<file path="src/rtl/regseq_pkg.sv">
// Shared definitions for the register-file op sequencer: sizes, opcodes,
// FSM states, instruction field positions and opcode classification helpers.
package regseq_pkg;

  localparam int DEF_DW = 8;
  localparam int DEF_AW = 3;
  localparam int DEF_IW = 16;

  localparam int OP_HI  = 15;
  localparam int OP_LO  = 12;
  localparam int RD_HI  = 11;
  localparam int RD_LO  = 9;
  localparam int RS1_HI = 8;
  localparam int RS1_LO = 6;
  localparam int RS2_HI = 5;
  localparam int RS2_LO = 3;
  localparam int IMM_HI = 7;
  localparam int IMM_LO = 0;

  typedef logic [3:0] opcode_t;

  localparam opcode_t OP_NOP = 4'd0;
  localparam opcode_t OP_ADD = 4'd1;
  localparam opcode_t OP_SUB = 4'd2;
  localparam opcode_t OP_AND = 4'd3;
  localparam opcode_t OP_OR  = 4'd4;
  localparam opcode_t OP_XOR = 4'd5;
  localparam opcode_t OP_MOV = 4'd6;
  localparam opcode_t OP_LDI = 4'd7;
  localparam opcode_t OP_SHL = 4'd8;
  localparam opcode_t OP_SHR = 4'd9;
  localparam opcode_t OP_CMP = 4'd10;

  typedef enum logic [1:0] {
    ST_IDLE,
    ST_READ,
    ST_EXEC,
    ST_WRITE
  } state_t;

  // NOP and LDI need no register operands, so they skip the read cycle.
  function automatic logic op_skips_read(opcode_t op);
    return (op == OP_NOP) || (op == OP_LDI);
  endfunction

  function automatic logic op_writes(opcode_t op);
    return (op >= OP_ADD) && (op <= OP_SHR);
  endfunction

  function automatic logic op_sets_flags(opcode_t op);
    return op inside {OP_ADD, OP_SUB, OP_AND, OP_OR, OP_XOR, OP_SHL, OP_SHR, OP_CMP};
  endfunction

  function automatic logic op_illegal(opcode_t op);
    return op > OP_CMP;
  endfunction

endpackage

</file>
<file path="src/rtl/regseq_alu.sv">
// Combinational ALU for the op sequencer: result, carry/borrow and zero
// from the latched opcode, operand registers and immediate.
module regseq_alu
  import regseq_pkg::*;
#(
  parameter int DW = DEF_DW
) (
  input  opcode_t         op,
  input  logic [DW-1:0]   a,
  input  logic [DW-1:0]   b,
  input  logic [DW-1:0]   imm,
  output logic [DW-1:0]   result,
  output logic            c,
  output logic            z
);

  logic [DW:0] sum;
  logic [DW:0] diff;

  always_comb begin
    sum    = {1'b0, a} + {1'b0, b};
    diff   = {1'b0, a} - {1'b0, b};
    result = '0;
    c      = 1'b0;
    case (op)
      OP_ADD: begin
        result = sum[DW-1:0];
        c      = sum[DW];
      end
      // Bit DW of the widened difference is the borrow out.
      OP_SUB, OP_CMP: begin
        result = diff[DW-1:0];
        c      = diff[DW];
      end
      OP_AND: result = a & b;
      OP_OR:  result = a | b;
      OP_XOR: result = a ^ b;
      OP_MOV: result = a;
      OP_LDI: result = imm;
      OP_SHL: begin
        result = {a[DW-2:0], 1'b0};
        c      = a[DW-1];
      end
      OP_SHR: begin
        result = {1'b0, a[DW-1:1]};
        c      = a[0];
      end
      default: begin
        result = '0;
        c      = 1'b0;
      end
    endcase
  end

  assign z = (result == '0);

endmodule

</file>
<file path="src/rtl/regfile_op_sequencer.sv">
// Serial register-to-register instruction sequencer driving an 8-bit register file.
// Define REGSEQ_ILLEGAL_TRAP_EN to trap illegal opcodes into a sticky err flag.
//
// state    | meaning
// ---------+-----------------------------------------------------------
// ST_IDLE  | ready for an instruction (unless an illegal-op trap is pending)
// ST_READ  | rs1/rs2 on rf_a1/rf_a2; operands captured at cycle end
// ST_EXEC  | ALU evaluates; flags update; NOP/CMP/illegal retire here
// ST_WRITE | single-cycle write back of result to rd, done pulses
module regfile_op_sequencer
  import regseq_pkg::*;
#(
  parameter int DW = DEF_DW,
  parameter int AW = DEF_AW,
  parameter int IW = DEF_IW
) (
  input  logic          clock,
  input  logic          reset_n,
  input  logic          instr_valid,
  output logic          instr_ready,
  input  logic [IW-1:0] instr,
  output logic [AW-1:0] rf_a1,
  output logic [AW-1:0] rf_a2,
  output logic [AW-1:0] rf_a3,
  output logic [DW-1:0] rf_wd,
  output logic          rf_we,
  input  logic [DW-1:0] rf_rd1,
  input  logic [DW-1:0] rf_rd2,
  output logic          done,
  output logic          flag_z,
  output logic          flag_c,
  output logic          err,
  input  logic          err_clr
);

  state_t        state;
  state_t        state_nxt;
  opcode_t       op_q;
  opcode_t       op_in;
  logic [AW-1:0] rd_q;
  logic [DW-1:0] imm_q;
  logic [DW-1:0] a_q;
  logic [DW-1:0] b_q;
  logic [DW-1:0] alu_res;
  logic          alu_c;
  logic          alu_z;
  logic          hs;
  logic          err_set;

  assign op_in = instr[OP_HI:OP_LO];
  assign hs    = instr_valid && instr_ready;

  regseq_alu #(.DW(DW)) u_alu (
    .op     (op_q),
    .a      (a_q),
    .b      (b_q),
    .imm    (imm_q),
    .result (alu_res),
    .c      (alu_c),
    .z      (alu_z)
  );

`ifdef REGSEQ_ILLEGAL_TRAP_EN
  localparam bit TRAP_EN = 1'b1;
  logic err_q;

  always_ff @(posedge clock or negedge reset_n) begin
    if (!reset_n)     err_q <= 1'b0;
    else if (err_set) err_q <= 1'b1;
    else if (err_clr) err_q <= 1'b0;
  end

  assign err = err_q;
`else
  localparam bit TRAP_EN = 1'b0;
  logic unused_trap;

  assign unused_trap = err_clr | err_set;
  assign err         = 1'b0;
`endif

  always_comb begin
    state_nxt   = state;
    instr_ready = 1'b0;
    rf_we       = 1'b0;
    done        = 1'b0;
    err_set     = 1'b0;
    case (state)
      ST_IDLE: begin
        instr_ready = !err;
        if (instr_valid && instr_ready)
          state_nxt = op_skips_read(op_in) ? ST_EXEC : ST_READ;
      end
      ST_READ: state_nxt = ST_EXEC;
      ST_EXEC: begin
        if (op_writes(op_q)) begin
          state_nxt = ST_WRITE;
        end else begin
          state_nxt = ST_IDLE;
          if (TRAP_EN && op_illegal(op_q)) err_set = 1'b1;
          else                             done    = 1'b1;
        end
      end
      ST_WRITE: begin
        rf_we     = 1'b1;
        done      = 1'b1;
        state_nxt = ST_IDLE;
      end
      default: state_nxt = ST_IDLE;
    endcase
  end

  always_ff @(posedge clock or negedge reset_n) begin
    if (!reset_n) begin
      state  <= ST_IDLE;
      op_q   <= OP_NOP;
      rd_q   <= '0;
      imm_q  <= '0;
      a_q    <= '0;
      b_q    <= '0;
      rf_a1  <= '0;
      rf_a2  <= '0;
      rf_a3  <= '0;
      rf_wd  <= '0;
      flag_z <= 1'b0;
      flag_c <= 1'b0;
    end else begin
      state <= state_nxt;
      if (hs) begin
        op_q  <= op_in;
        rd_q  <= instr[RD_HI:RD_LO];
        imm_q <= instr[IMM_HI:IMM_LO];
        if (!op_skips_read(op_in)) begin
          rf_a1 <= instr[RS1_HI:RS1_LO];
          rf_a2 <= instr[RS2_HI:RS2_LO];
        end
      end
      if (state == ST_READ) begin
        a_q <= rf_rd1;
        b_q <= rf_rd2;
      end
      // Write-back address/data are staged here so they sit stable during ST_WRITE.
      if (state == ST_EXEC) begin
        if (op_writes(op_q)) begin
          rf_a3 <= rd_q;
          rf_wd <= alu_res;
        end
        if (op_sets_flags(op_q)) begin
          flag_z <= alu_z;
          flag_c <= alu_c;
        end
      end
    end
  end

endmodule

</file>
<file path="config.mk">
export PLATFORM = sky130hd
export DESIGN_NAME = regfile_op_sequencer
export DESIGN_NICKNAME = d
export VERILOG_FILES = /design/src/rtl/regseq_pkg.sv /design/src/rtl/regseq_alu.sv /design/src/rtl/regfile_op_sequencer.sv
export SDC_FILE = /design/constraint.sdc
export NUM_CORES = 1
export LEC_CHECK = 0
export ABC_AREA = 1
export CAP_MARGIN = 20
export CORE_MARGIN = 3
export CORE_UTILIZATION = 40
export DETAILED_ROUTE_END_ITERATION = 10
export HOLD_SLACK_MARGIN = 0.1
export SLEW_MARGIN = 20
export SYNTH_ARGS = -nofsm -noshare
export SYNTH_HDL_FRONTEND = slang
export SYNTH_SLANG_ARGS = --single-unit
</file>
<file path="constraint.sdc">
create_clock -name clock -period 4.2 [get_ports clock]
set_input_delay 0.63 -clock clock [delete_from_list [all_inputs] [get_ports clock]]
set_output_delay 0.63 -clock clock [all_outputs]
set_load 0.02 [all_outputs]
</file>
Word-level counts from Yosys, hierarchy flattened
Index checks and enable logic that the tools add are counted.
- output and inout port bits: 23
- flip-flop bits (word level): 52
- input bits: 36
- mux-type cells: 10
- reductions and logical operators: 11
- $add $sub $neg: 2
- eq/ne operators: 15
- bitwise operators: 4
- order comparisons: 2
- operators by type and width (cell ; number):
    case mux 8 bit (9 select lines) ; 1
    == test 4 x 3 -> 1 bit (second input constant) ; 5
    == test 4 bit (second input constant) ; 3
    adder 8 x 8 -> 9 bit ; 1
    subtractor 8 x 8 -> 9 bit ; 1
    AND 8 bit ; 1
    == test 4 x 2 -> 1 bit (second input constant) ; 2
    zero test 8 bit ; 1
    OR 8 bit ; 1
    case mux 2 bit (4 select lines) ; 1
    nonzero test 8 bit ; 1
    bitwise XOR 8 bit ; 1
    2-to-1 mux 2 bit ; 3
    AND reduction 2 bit ; 3
    == test 2 bit (second input constant) ; 2
    == test 4 x 1 -> 1 bit (second input constant) ; 1
    greater-or-equal comparator 4 x 1 -> 1 bit (second input constant) ; 1
    <= comparator 4 bit (second input constant) ; 1
    zero test 4 bit ; 1
    case mux 1 bit (4 select lines) ; 1
    2-to-1 mux 1 bit ; 3
    == test 2 x 1 -> 1 bit (second input constant) ; 1
    logical AND 1 bit ; 2
    zero test 2 bit ; 1
    5 further kinds ; 5

Depth between registers and ports, before layout
- word-level depth: 5
- gate-level depth with buffers: 15
- mapped depth without buffers: 15

By module
From an unflattened synthesis, not the netlist that was laid out.
- cell total of the unflattened synthesis: 484
- area total of the unflattened synthesis: 3696.0 um^2
- by module, submodules not included (module ; area an instance (um^2) ; cells an instance ; times used ; sequential area each (um^2)):
    regfile_op_sequencer ; 2240.9 ; 207 ; 1 ; 1301.2
    regseq_alu ; 1455.1 ; 277 ; 1 ; 0.0

Worst setup path before layout
No wires, ideal clock.
- path type: register to register
- start point: register a_q[0]
- end point: register flag_z
- buffers on the path: 0
- slack: 2.287 ns
- arrival: 1.848 ns
- clock period less this slack: 1.913 ns
- required time: 4.135 ns
- library setup time: 0.065 ns
- cell stages (with the launch flop): 16
- cells stage by stage: dfrtp_1 inv_1 ha_1 inv_1 fa_1 inv_1 nand2_1 nand2_1 nor2_1 nor2_1 nand2_1 nor2_1 nand3_1 nor2_1 nand4_1 nand2_1
- longest elaborated chain between the ends: 3
- RTL lines (what ; line ; RTL):
    start, declared ; regfile_op_sequencer.sv:42 ; logic [DW-1:0] a_q;
    start signal, assigned ; regfile_op_sequencer.sv:139 ; a_q <= rf_rd1;
    subtractor 8 x 8 -> 9 bit (tied with other cells) ; regseq_alu.sv:22 ; diff = {1'b0, a} - {1'b0, b};
    case mux 8 bit (9 select lines) (*) ; regseq_alu.sv:25 ; case (op)
    zero test 8 bit (*) ; regseq_alu.sv:55 ; assign z = (result == '0);
    end signal, assigned ; regfile_op_sequencer.sv:149 ; flag_z <= alu_z;
    end, declared ; regfile_op_sequencer.sv:30 ; output logic flag_z,
Mark *: on every way between the ends. The rest lies on a longest branch, timed or not.
A chain may end at the register's enable or synchronous reset.

Worst setup path in the final report
- start point: register op_q[1]
- end point: output port done
- longest elaborated chain between the ends: 4
- RTL lines (what ; line ; RTL):
    start, declared ; regfile_op_sequencer.sv:38 ; opcode_t op_q;
    start signal, assigned ; regfile_op_sequencer.sv:130 ; op_q <= op_in;
    greater-or-equal comparator 4 x 1 -> 1 bit or <= comparator 4 bit (tied branches) ; regseq_pkg.sv:47 ; return (op >= OP_ADD) && (op <= OP_SHR);
    logical AND 1 bit (*) ; regseq_pkg.sv:47 ;
    2-to-1 mux 1 bit (*) ; regfile_op_sequencer.sv:96 ; if (op_writes(op_q)) begin
    case mux 1 bit (2 select lines) (*) ; regfile_op_sequencer.sv:88 ; case (state)
    end, declared ; regfile_op_sequencer.sv:29 ; output logic done,
Marks and branches as above.

==> results.md <==
* Die Y at 101 microns
* Cts bufs inserted at 5
* Startpoint types: flip-flop
* Routed WL per cell at 14.9 microns
* Die Area at 10200 sq um
* # diodes at 0
* Area share of the largest cell type after synthesis at 36.2%
* Final HPWL DP at 8060 microns
* Worst Skew at 4.95 ps
* Crit. Startpoint: op_q[1]$_DFFE_PN0P_
* WS Path Type: flip-flop to output pin
* Reg clk slew, reported paths at 100 ps
* Top post-synthesis cells by count: nand2_1, inv_1, nor2_1, dfrtp_1, nand3_1
* CP Max Fanout at 7
* Setup TNS at 0 ps
* Worst setup EP type: output pin
* Cell Pwr Density at 865 nW/um^2
* Maximum level of the CTS H-tree at 2
* CTS sink count at 52
* YS warnings at 0
* Worst Reg-to-Reg Cells at 12
* Count of input and output buffers at 56
* Initial antenna violation count at 0
* Syn_nets at 593
* Avg Cell Area, Syn at 6.76 sq um
* Critical path endpoint: done
* Slowest stage cell, crit path: clkdlybuf4s50_1
* Initial drt markers at 199
* Ys async rst share at 100%
* Worst Path Arrival at 2210 ps
* Worst hold path type: input port to asynchronous set/reset pin
* Vias/cell at 5.01
* Global-route wire length before repair at 16300 microns
* Dpl ws at 1620 ps
* Final Max Slew Viols at 0
* Largest net degree at the start of global routing at 43
* Skew-Pair Late Insertion Delay at 310 ps
* Final Hold Viols at 0
* R2R Path End: flag_z$_DFFE_PN0P_
* Final ANT Viol Nets at 0
* Die W at 101 microns
* Post-CTS sizing at 0
* Post-Route WL at 10200 microns
* CP peak stage delay at 620 ps
* Setup-failing EPs final at 0
* FP Rows at 33
* Fmax achieved at 0.352 GHz
* CP dominant cell by count: nand2_1
* Netlist Area Pre-Place at 3590 sq um
* Drt pass-1 iters at 4
* Postcts setup bufs at 0
* Count leader, synth: nand2_1
* Status: completed
* CP cell instances: nor2_2 > nand2_1 > a21oi_2 > nand2_1 > nand2_1 > clkdlybuf4s50_1
* Worst R2R Setup Slack at 1830 ps
* Ratio of final minimum period to clock period at 67.6%
* I/O Pins at 59
* Relative slew slack at 34.0%
* RSZ-0062 raised after global routing: false
* Post-synthesis sequential area ratio at 36.2%
* CTS Buffer Depth at 2
* Syn Inst Count at 531
* Max-capacitance violation count at 0
* FF+latch count, synth at 52
* DRC at 0
* Post-synth top area cell: dfrtp_1
* Via count at 3448
* RR Startpoint: a_q[2]$_DFFE_PN0P_
* CTS root buffer: clkbuf_8
* Final Wtd Congestion at 0.913
* Peak VDD IR at 0.000378 V
* Min cycle time layout at 2840 ps
* Share of cells above drive strength 1 at 4.12%
* Synth area leaders: dfrtp_1, nand2_1, ha_1
* Lkg Pwr at 2.28 nW
* Grt ovf at 0
* Hold_buf cts at 0
* Hold Worst Slack at 171 ps
* Synth Flop Type: dfrtp_1
* CTS tree: built
* Initial core utilization at 42.4%
* Worst Path Required at 3570 ps
* Worst setup margin at 1360 ps
* Area Overhead vs Synth at 19.8%
* Final core occ at 50.8%
* CORE AREA at 8460 sq um
* Number of synthesized flops with an enable pin at 0
* Slew @ Worst Pin at 988 ps
* Vias in the first global route at 3287
* Distinct cells, synth at 30
* # nets final at 644
* Aggregate global-route resource usage at 20.7%
[logic make-up after synthesis]
kind of cell / count (synthesis) / share of synthesized area, %
mux: 1 / 0.314
flops: 52 / 36.2
other cells: 1 / 0.104
simple gates: 310 / 35.9
buf+inv: 87 / 9.97
compound gates: 54 / 8.05
fa+ha+maj: 26 / 9.48
[through the flow]
stage,power [mW],cell area [sq um],instances
6_report,3.72,4300,688
5_1_grt,4.08,4300,688
4_1_cts,3.72,4300,688
3_5_place_dp,3.40,4210,680
3_3_place_gp,3.38,4210,680
2_1_floorplan,2.61,3590,531
[critical path, delay by kind of cell (launching register included)]
| kind | cells | cell delay [ps] |
|---|---|---|
| simple gates | 4 | 590 |
| buf+inv | 1 | 620 |
| flops | 1 | 460 |
| compound gates | 1 | 230 |
[per-layer routing]
| layer | vias up | global-route usage, % | wire, microns |
|---|---|---|---|
| li1 | 1758 | - | - |
| met1 | 1601 | 30.6 | 4900 |
| met2 | 77 | 31.8 | 4560 |
| met3 | 12 | 3.60 | 634 |
| met4 | 0 | 4.46 | 132 |
| met5 | - | 0 | 0 |
[cell usage in the layout (no fill, tap or decap)]
cell type,n
a21oi_1,27
a21oi_2,2
nand2_2,2
buf_4,1
mux2_2,1
o22ai_1,1
o211ai_1,3
o21ai_0,17
clkdlybuf4s50_1,55
o21ai_1,3
nand2_1,182
nand3_1,46
fa_1,2
nand4_1,8
dfrtp_1,52
inv_1,69
inv_2,5
nor2_1,61
clkbuf_8,6
and2_1,1
inv_6,1
nor2_4,3
buf_2,1
clkinv_2,1
o21a_1,1
ha_1,24
nor2_2,1
nor3_1,3
nand3b_1,2
conb_1,1
nor4_1,1
[power by group]
group	internal, mW	switching [mW]	leakage, nW
combinational	0.844	1.64	1.60
clock	0.136	0.184	0.0516
sequential	0.734	0.189	0.628
[worst min-delay path by stage]
stage	cells past startpoint	end	startpoint
after global routing	1	a_q[4]$_DFFE_PN0P_	reset_n
final	1	a_q[4]$_DFFE_PN0P_	reset_n
after CTS	1	b_q[5]$_DFFE_PN0P_	reset_n
after detailed placement	2	rf_a3[0]$_DFFE_PN0P_	rd_q[0]$_DFFE_PN0P_
after global placement	2	rf_a3[2]$_DFFE_PN0P_	rf_a3[2]$_DFFE_PN0P_
after floorplan	0	a_q[0]$_DFFE_PN0P_	reset_n
[state kept, by name (all words and copies together), names as in the netlist]
signal and flops:
rf_wd 8, state 2, flag_z 1, rd_q 3, rf_a1 3, rf_a2 3, imm_q 8, flag_c 1
a_q 8, op_q 4, rf_a3 3, b_q 8
[final cells by class]
cell class | count | area [sq um]
inverter | 74 | 278
tap | 105 | 131
clock inverter | 2 | 13.8
sequential | 52 | 1300
fill | 892 | 4160
multi-input combinational | 392 | 1930
clock buffer | 6 | 82.6
timing repair buffer | 57 | 563
(Power assumes the default switching activity.)
